<file path="src/rtl/logicap_pkg.sv">
// ---------------------------------------------------------------------------
// logicap_pkg: shared types/constants for the capture engine. Rev 1.0
// ---------------------------------------------------------------------------
`default_nettype none

package logicap_pkg;

  typedef enum logic [2:0] {
    ST_IDLE      = 3'd0,
    ST_ARM       = 3'd1,
    ST_WAIT_TRIG = 3'd2,
    ST_WAIT_DONE = 3'd3,
    ST_ABORT     = 3'd4
  } state_e;

  localparam int SYNC_STAGES = 2;

endpackage

`default_nettype wire

</file>
<file path="src/rtl/capture_sequencer_if.sv">
// ---------------------------------------------------------------------------
// capture_sequencer_if: arm/abort controls and status flags of the capture core. Rev 1.0
// ---------------------------------------------------------------------------
`default_nettype none

interface capture_sequencer_if;

  logic cap_arm;
  logic cap_abort;
  logic cap_armed;
  logic cap_triggered;
  logic cap_done;
  logic cap_overrun;

  modport master (
    output cap_arm,
    output cap_abort,
    input  cap_armed,
    input  cap_triggered,
    input  cap_done,
    input  cap_overrun
  );

  modport slave (
    input  cap_arm,
    input  cap_abort,
    output cap_armed,
    output cap_triggered,
    output cap_done,
    output cap_overrun
  );

endinterface

`default_nettype wire

</file>
<file path="src/rtl/flag_sync.sv">
// ---------------------------------------------------------------------------
// flag_sync: multi-bit flop-chain synchronizer for independent level flags. Rev 1.0
// ---------------------------------------------------------------------------
`default_nettype none

module flag_sync
  import logicap_pkg::*;
#(
  parameter int WIDTH = 4
) (
  input  logic             clk,
  input  logic             reset,
  input  logic [WIDTH-1:0] d_i,
  output logic [WIDTH-1:0] q_o
);

  logic [WIDTH-1:0] sync_q [SYNC_STAGES];

  always_ff @(posedge clk) begin
    if (reset) begin
      for (int i = 0; i < SYNC_STAGES; i++) sync_q[i] <= '0;
    end else begin
      sync_q[0] <= d_i;
      for (int i = 1; i < SYNC_STAGES; i++) sync_q[i] <= sync_q[i-1];
    end
  end

  assign q_o = sync_q[SYNC_STAGES-1];

endmodule

`default_nettype wire

</file>
<file path="src/rtl/capture_sequencer.sv">
// ---------------------------------------------------------------------------
// capture_sequencer: arms the capture core, waits for trigger/done, repeats runs. Rev 1.0
// ---------------------------------------------------------------------------
`default_nettype none

module capture_sequencer
  import logicap_pkg::*;
#(
  parameter int RUNS_W     = 8,
  parameter int TMO_W      = 32,
  parameter int ABORT_HOLD = 64
) (
  input  logic                clk,
  input  logic                reset,
  input  logic                start_i,
  input  logic                stop_i,
  input  logic                repeat_en_i,
  input  logic [RUNS_W-1:0]   run_count_i,
  input  logic [TMO_W-1:0]    timeout_cycles_i,
  capture_sequencer_if.master cap,
  output logic                busy_o,
  output logic [2:0]          state_o,
  output logic [RUNS_W-1:0]   runs_done_o,
  output logic                err_timeout_o,
  output logic                err_overrun_o,
  output logic                irq_o
);

  localparam int AB_W = $clog2(ABORT_HOLD + 1);

  logic [3:0] w_sync;
  logic       s_armed, s_trig, s_done, s_ovr;

  flag_sync #(.WIDTH(4)) u_sync (
    .clk   (clk),
    .reset (reset),
    .d_i   ({cap.cap_overrun, cap.cap_done, cap.cap_triggered, cap.cap_armed}),
    .q_o   (w_sync)
  );

  assign {s_ovr, s_done, s_trig, s_armed} = w_sync;

  state_e            state_q;
  logic              arm_q, abort_q, busy_q, irq_q, tmo_err_q, ovr_err_q, rep_q;
  logic [RUNS_W-1:0] runs_q, cnt_q;
  logic [TMO_W-1:0]  tmo_lat_q, tmo_q;
  logic [AB_W-1:0]   ab_q;

  logic [RUNS_W-1:0] w_runs_inc, w_eff_count;
  logic              w_tmo_hit, w_more_runs;

  assign w_runs_inc  = (runs_q == '1) ? runs_q : runs_q + RUNS_W'(1);
  assign w_eff_count = (cnt_q == '0) ? RUNS_W'(1) : cnt_q;
  assign w_more_runs = rep_q && (w_runs_inc < w_eff_count);
  // Counter runs from 0 on entry, so hitting limit-1 means 'timeout_cycles' cycles spent.
  assign w_tmo_hit   = (tmo_lat_q != '0) && (tmo_q == tmo_lat_q - TMO_W'(1));

  always_ff @(posedge clk) begin
    if (reset) begin
      state_q   <= ST_IDLE;
      arm_q     <= 1'b0;
      abort_q   <= 1'b0;
      busy_q    <= 1'b0;
      irq_q     <= 1'b0;
      tmo_err_q <= 1'b0;
      ovr_err_q <= 1'b0;
      rep_q     <= 1'b0;
      runs_q    <= '0;
      cnt_q     <= '0;
      tmo_lat_q <= '0;
      tmo_q     <= '0;
      ab_q      <= '0;
    end else begin
      irq_q <= 1'b0;
      if ((state_q == ST_WAIT_TRIG || state_q == ST_WAIT_DONE) && s_ovr) ovr_err_q <= 1'b1;
      case (state_q)
        ST_IDLE: begin
          if (start_i) begin
            rep_q     <= repeat_en_i;
            cnt_q     <= run_count_i;
            tmo_lat_q <= timeout_cycles_i;
            runs_q    <= '0;
            tmo_err_q <= 1'b0;
            ovr_err_q <= 1'b0;
            arm_q     <= 1'b1;
            busy_q    <= 1'b1;
            state_q   <= ST_ARM;
          end
        end
        ST_ARM: begin
          if (stop_i) begin
            arm_q   <= 1'b0;
            abort_q <= 1'b1;
            ab_q    <= '0;
            state_q <= ST_ABORT;
          end else if (s_armed) begin
            arm_q   <= 1'b0;
            tmo_q   <= '0;
            state_q <= ST_WAIT_TRIG;
          end
        end
        ST_WAIT_TRIG: begin
          tmo_q <= tmo_q + TMO_W'(1);
          if (stop_i) begin
            abort_q <= 1'b1;
            ab_q    <= '0;
            state_q <= ST_ABORT;
          end else if (s_trig && !s_armed) begin
            state_q <= ST_WAIT_DONE;
          end else if (w_tmo_hit) begin
            tmo_err_q <= 1'b1;
            abort_q   <= 1'b1;
            ab_q      <= '0;
            state_q   <= ST_ABORT;
          end
        end
        ST_WAIT_DONE: begin
          if (s_done) begin
            runs_q <= w_runs_inc;
            if (w_more_runs && stop_i) begin
              // Done beats stop; the run counts, but no re-arm happens.
              abort_q <= 1'b1;
              ab_q    <= '0;
              state_q <= ST_ABORT;
            end else if (w_more_runs) begin
              arm_q   <= 1'b1;
              state_q <= ST_ARM;
            end else begin
              busy_q  <= 1'b0;
              irq_q   <= 1'b1;
              state_q <= ST_IDLE;
            end
          end else if (stop_i) begin
            abort_q <= 1'b1;
            ab_q    <= '0;
            state_q <= ST_ABORT;
          end
        end
        ST_ABORT: begin
          if (ab_q == AB_W'(ABORT_HOLD - 1)) begin
            abort_q <= 1'b0;
            busy_q  <= 1'b0;
            irq_q   <= 1'b1;
            state_q <= ST_IDLE;
          end else begin
            ab_q <= ab_q + AB_W'(1);
          end
        end
        default: begin
          arm_q   <= 1'b0;
          abort_q <= 1'b0;
          busy_q  <= 1'b0;
          state_q <= ST_IDLE;
        end
      endcase
    end
  end

  assign cap.cap_arm   = arm_q;
  assign cap.cap_abort = abort_q;
  assign busy_o        = busy_q;
  assign state_o       = state_q;
  assign runs_done_o   = runs_q;
  assign err_timeout_o = tmo_err_q;
  assign err_overrun_o = ovr_err_q;
  assign irq_o         = irq_q;

endmodule

`default_nettype wire

</file>
<file path="src/flat_wrapper.sv">
// flat-port wrapper written by rule: the top's interface ports become plain ports
module capture_sequencer_flat import logicap_pkg::*;
#(
  parameter int RUNS_W     = 8,
  parameter int TMO_W      = 32,
  parameter int ABORT_HOLD = 64
)
  (clk, reset, start_i, stop_i, repeat_en_i, run_count_i, timeout_cycles_i, busy_o, state_o, runs_done_o, err_timeout_o, err_overrun_o, irq_o, cap_cap_arm, cap_cap_abort, cap_cap_armed, cap_cap_triggered, cap_cap_done, cap_cap_overrun);
  capture_sequencer_if cap_i ();
  input  logic clk;
  input  logic reset;
  input  logic start_i;
  input  logic stop_i;
  input  logic repeat_en_i;
  input  logic [RUNS_W-1:0] run_count_i;
  input  logic [TMO_W-1:0] timeout_cycles_i;
  output logic busy_o;
  output logic [2:0] state_o;
  output logic [RUNS_W-1:0] runs_done_o;
  output logic err_timeout_o;
  output logic err_overrun_o;
  output logic irq_o;
  output wire logic [$bits(cap_i.cap_arm)-1:0] cap_cap_arm;
  output wire logic [$bits(cap_i.cap_abort)-1:0] cap_cap_abort;
  input wire logic [$bits(cap_i.cap_armed)-1:0] cap_cap_armed;
  input wire logic [$bits(cap_i.cap_triggered)-1:0] cap_cap_triggered;
  input wire logic [$bits(cap_i.cap_done)-1:0] cap_cap_done;
  input wire logic [$bits(cap_i.cap_overrun)-1:0] cap_cap_overrun;
  assign cap_cap_arm = cap_i.cap_arm;
  assign cap_cap_abort = cap_i.cap_abort;
  assign cap_i.cap_armed = cap_cap_armed;
  assign cap_i.cap_triggered = cap_cap_triggered;
  assign cap_i.cap_done = cap_cap_done;
  assign cap_i.cap_overrun = cap_cap_overrun;
  capture_sequencer #(.RUNS_W(RUNS_W), .TMO_W(TMO_W), .ABORT_HOLD(ABORT_HOLD)) u_core (.clk(clk), .reset(reset), .start_i(start_i), .stop_i(stop_i), .repeat_en_i(repeat_en_i), .run_count_i(run_count_i), .timeout_cycles_i(timeout_cycles_i), .cap(cap_i), .busy_o(busy_o), .state_o(state_o), .runs_done_o(runs_done_o), .err_timeout_o(err_timeout_o), .err_overrun_o(err_overrun_o), .irq_o(irq_o));
endmodule
</file>
<file path="config.mk">
export PLATFORM = sky130hd
export DESIGN_NAME = capture_sequencer_flat
export DESIGN_NICKNAME = d
export VERILOG_FILES = /design/src/rtl/logicap_pkg.sv /design/src/rtl/capture_sequencer_if.sv /design/src/rtl/flag_sync.sv /design/src/rtl/capture_sequencer.sv /design/src/flat_wrapper.sv
export SDC_FILE = /design/constraint.sdc
export NUM_CORES = 1
export LEC_CHECK = 0
export ABC_AREA = 1
export BUFFER_PORTS_ARGS = -buffer_cell sky130_fd_sc_hd__buf_2
export CAP_MARGIN = 15
export CORE_MARGIN = 1
export CORE_UTILIZATION = 45
export DETAILED_ROUTE_END_ITERATION = 7
export HOLD_SLACK_MARGIN = 0.06
export PLACE_DENSITY_LB_ADDON = 0.2
export SLEW_MARGIN = 20
export SYNTH_ARGS = -nofsm -noshare
export SYNTH_HDL_FRONTEND = slang
export SYNTH_SLANG_ARGS = --single-unit
</file>
<file path="constraint.sdc">
create_clock -name clk -period 7.1 [get_ports clk]
set_input_delay 0.355 -clock clk [delete_from_list [all_inputs] [get_ports clk]]
set_output_delay 0.355 -clock clk [all_outputs]
set_load 0.05 [all_outputs]
</file>
==> summary.txt <==
Die
  – Starting Density: 0.461
  – Die Ht: 121 um
  – Core Area: 13,800 um2
  – Number of placement rows: 43
  – IO Pins: 66
  – Die width: 121 um
  – Die area: 14,700 um2

Timing
  – Final Skew: 0.0104 ns
  – Endpoints failing setup: 0
  – RSZ-0062 raised after global routing: false
  – TNS Setup: 0 ns
  – Worst Slack Setup Final: 3.56 ns
  – Final Max Tran Viols: 0
  – Rel. slew slack: 0.348
  – Final Hold Vio Count: 0
  – Fmax achieved: 0.283 GHz
  – Tmin final: 3.54 ns
  – Least-Margin Pin Slew: 0.977 ns
  – Tcrit/Tclk final: 0.498

GRT
  – Largest net degree at the start of global routing: 71
  – Antenna violations before repair: 0
  – GRT Total Usage: 0.238
  – Number of global-route vias before repair: 5,796
  – GRT overflow: 0
  – First-pass GRT wire length: 27,500 um

Setup path
  – CP startpoint: u_core.runs_done_o[1]
  – Crit-path max cell delay: 0.61 ns
  – Crit path cell chain: ha_1, inv_1, nor2_1, nand2_4, nand2_1, ha_1, a21oi_1, nor2_1, a2111oi_0, nand2_1, o21ai_0, nand4_4, nand2_1, nand2_1, nor2_1
  – Crit path top cell by count: nand2_1
  – Critical path class: flop to flop
  – CP Buf/Inv Count: 1
  – Worst-path fanout max: 13
  – Required time worst endpoint: 7.39 ns
  – Family with the most delay on the worst path: simple AND/OR/NAND/NOR gates
  – Slowest stage cell, crit path: a2111oi_0
  – R2R Path Start: u_core.runs_done_o[1]
  – Worst EP arrival: 3.83 ns
  – CP endpoint kind: flop
  – Startpoint Class: flop

Clocking
  – Maximum root-to-sink buffer count: 2
  – Latest clock arrival within the worst-skew pair: 0.36 ns
  – TritonCTS clock tree: built
  – Clock slew at reported path FFs: 0.08 ns
  – Hold-fix buffers, CTS: 0
  – Post-CTS Setup Bufs: 0
  – Total clock sinks: 105
  – Num CTS Buffers: 9
  – Root Driver: clkbuf_16
  – Post-cts sizing count: 0
  – Depth of the CTS H-tree: 3

Routing
  – DRC marker count from the first detailed-route iteration: 356
  – Via count: 6,293
  – Pre-Repair DR Iteration Count: 5
  – Overall routed net length: 16,500 um
  – Via density: 5.04
  – Detailed-route DRC error count: 0
  – Final ANT Viol Nets: 0
  – Wire length per cell: 13.2 um

Yosys
  – Syn_area_per_cell: 6.33 um2
  – Async SR Flop Fraction: 0
  – Synth Register Bits: 105
  – EDFF count, synth: 0
  – Post-synth top flop: dfxtp_1
  – Syn Nets: 1,068
  – Synth Instances: 1,007
  – Mapped Area: 6380 um2
  – Share of Yosys cell area claimed by the top area cell type: 0.330
  – Synth warn: 0
  – Dominant cell type by area after synthesis: dfxtp_1
  – Seq/Total Area, Yosys: 0.330
  – Synth cell types: 48
  – Largest cells by area after synthesis: dfxtp_1, nand2_1, nor2_1

Status
  – Status: complete, no violations

Layout
  – Proportion of layout cells with a drive suffix above 1: 0.117
  – Nets@finish: 1,124
  – Filler Cells Inserted: 1,405
  – # diodes: 0
  – Layout Area Growth over Synthesis: 12.3%

Placed design
  – Gp weighted congestion: 0.956
  – Post-Place Worst Slack: 3.59 ns
  – Port-buffer cells: 65
  – HPWL Detailed: 12,800 um

Pwr
  – P_leak: 3.29 nW
  – PwrDens: 319 nW/um2
  – Worst vdd ir: 0.000249 V

Min path
  – Hold path start: cap_cap_done
  – Hold/Removal Path Class: primary input to flop

Run
  – Max Cap Viol: 0
layout by cell type (no fill, tap or decap), drive strengths merged, types with 2 or more instances in the layout:
cell type  Yosys  routed
a21oi         82      82
a31oi          5       5
nor3          19      19
nand3b         8       8
nand3         65      65
o21ai         70      70
nor2         152     152
buf            4      68
or2            2       2
nand4         13      13
clkinv         5       6
nand2        266     266
xor2          16      16
clkbuf        19      10
inv          131     135
o21bai         4       4
o211ai         2       2
dfxtp        105     105
xnor2         10      10
nor4           4       4
ha            12      12
a211oi         2       2
worst min-delay path: stages:
cell and delay (ns):
buf_2 0.07, inv_1 0.03, nor2_1 0.06
through the flow:
stage	power [W]	hold WS (ns)	utilization	area [um2]	std cells
after floorplan	0.00156	0.388	-	6380	1007
after CTS	0.00230	0.188	0.518	7160	1248
final	0.00229	0.195	0.518	7160	1248
after detailed placement	0.00178	0.395	0.496	6860	1232
after global placement	0.00176	0.391	0.496	6860	1232
after global routing	0.00247	0.196	0.518	7160	1248
cells by family after synthesis:
family | Yosys count | synth area share
AO/OA/AOI/OAI | 171 | 0.142
adder cells (fa/ha/maj) | 12 | 0.0235
flip-flops | 105 | 0.330
buffers and inverters | 159 | 0.0957
multiplexers | 1 | 0.00157
AND/OR/NAND/NOR | 532 | 0.368
XOR/XNOR | 27 | 0.0392
layout make-up:
type	instances	area [um2]	share of cell area
Sequential cell	105	2100	0.293
Inverter	136	512	0.0714
Tap cell	180	225	0.0314
Clock buffer	10	239	0.0334
Clock inverter	6	70.1	0.00978
Multi-Input combinational cell	743	3670	0.512
Timing Repair Buffer	68	348	0.0486
path summary, 6_finish.rpt:
path | endpoint | depth (start not counted) | slack (ns)
setup / recovery | u_core.ab_q[2] | 15 | 3.56
hold / removal | u_core.u_sync.sync_q[0][2] | 3 | 0.20
setup reg to reg | u_core.ab_q[2] | 15 | 3.56
hold reg to reg | u_core.u_sync.sync_q[0][5] | 2 | 0.40
layer usage:
metal	up-vias	share of wire	wire [um]	GRT usage
li1	3348	-	-	-
met1	2778	0.48	7890	0.309
met2	144	0.46	7580	0.402
met3	23	0.040	657	0.0273
met4	0	0.023	383	0.0957
met5	-	0	0	0
power breakdown:
part	internal, W	switching (W)
Clock	0.000288	0.000233
Sequential	0.000683	0.0000849
Combinational	0.000320	0.000679
Total	0.00129	0.000997
flip-flops by register name (all words and copies together) (netlist names):
name	cells
u_core.err_overrun_o	1
u_core.u_sync.sync_q	8
u_core.state_o	3
u_core.tmo_q	32
u_core.tmo_lat_q	32
u_core.ab_q	7
u_core.irq_o	1
u_core.err_timeout_o	1
u_core.runs_done_o	8
u_core.rep_q	1
u_core.cap.cap_abort	1
u_core.cnt_q	8
u_core.busy_o	1
u_core.cap.cap_arm	1
synthesized netlist by cell type (5+ instances only):
| library cell | instances |
|---|---|
| nand2_1 | 254 |
| nor2_1 | 136 |
| inv_1 | 130 |
| dfxtp_1 | 105 |
| a21oi_1 | 82 |
| o21ai_0 | 68 |
| nand3_1 | 62 |
| clkbuf_1 | 19 |
| nor3_1 | 18 |
| xor2_1 | 16 |
| ha_1 | 12 |
| nand4_1 | 12 |
| nor2_2 | 11 |
| xnor2_1 | 10 |
| nand2_2 | 9 |
| nand3b_1 | 8 |
| a31oi_1 | 5 |
Power figures use the tool's default switching activity.
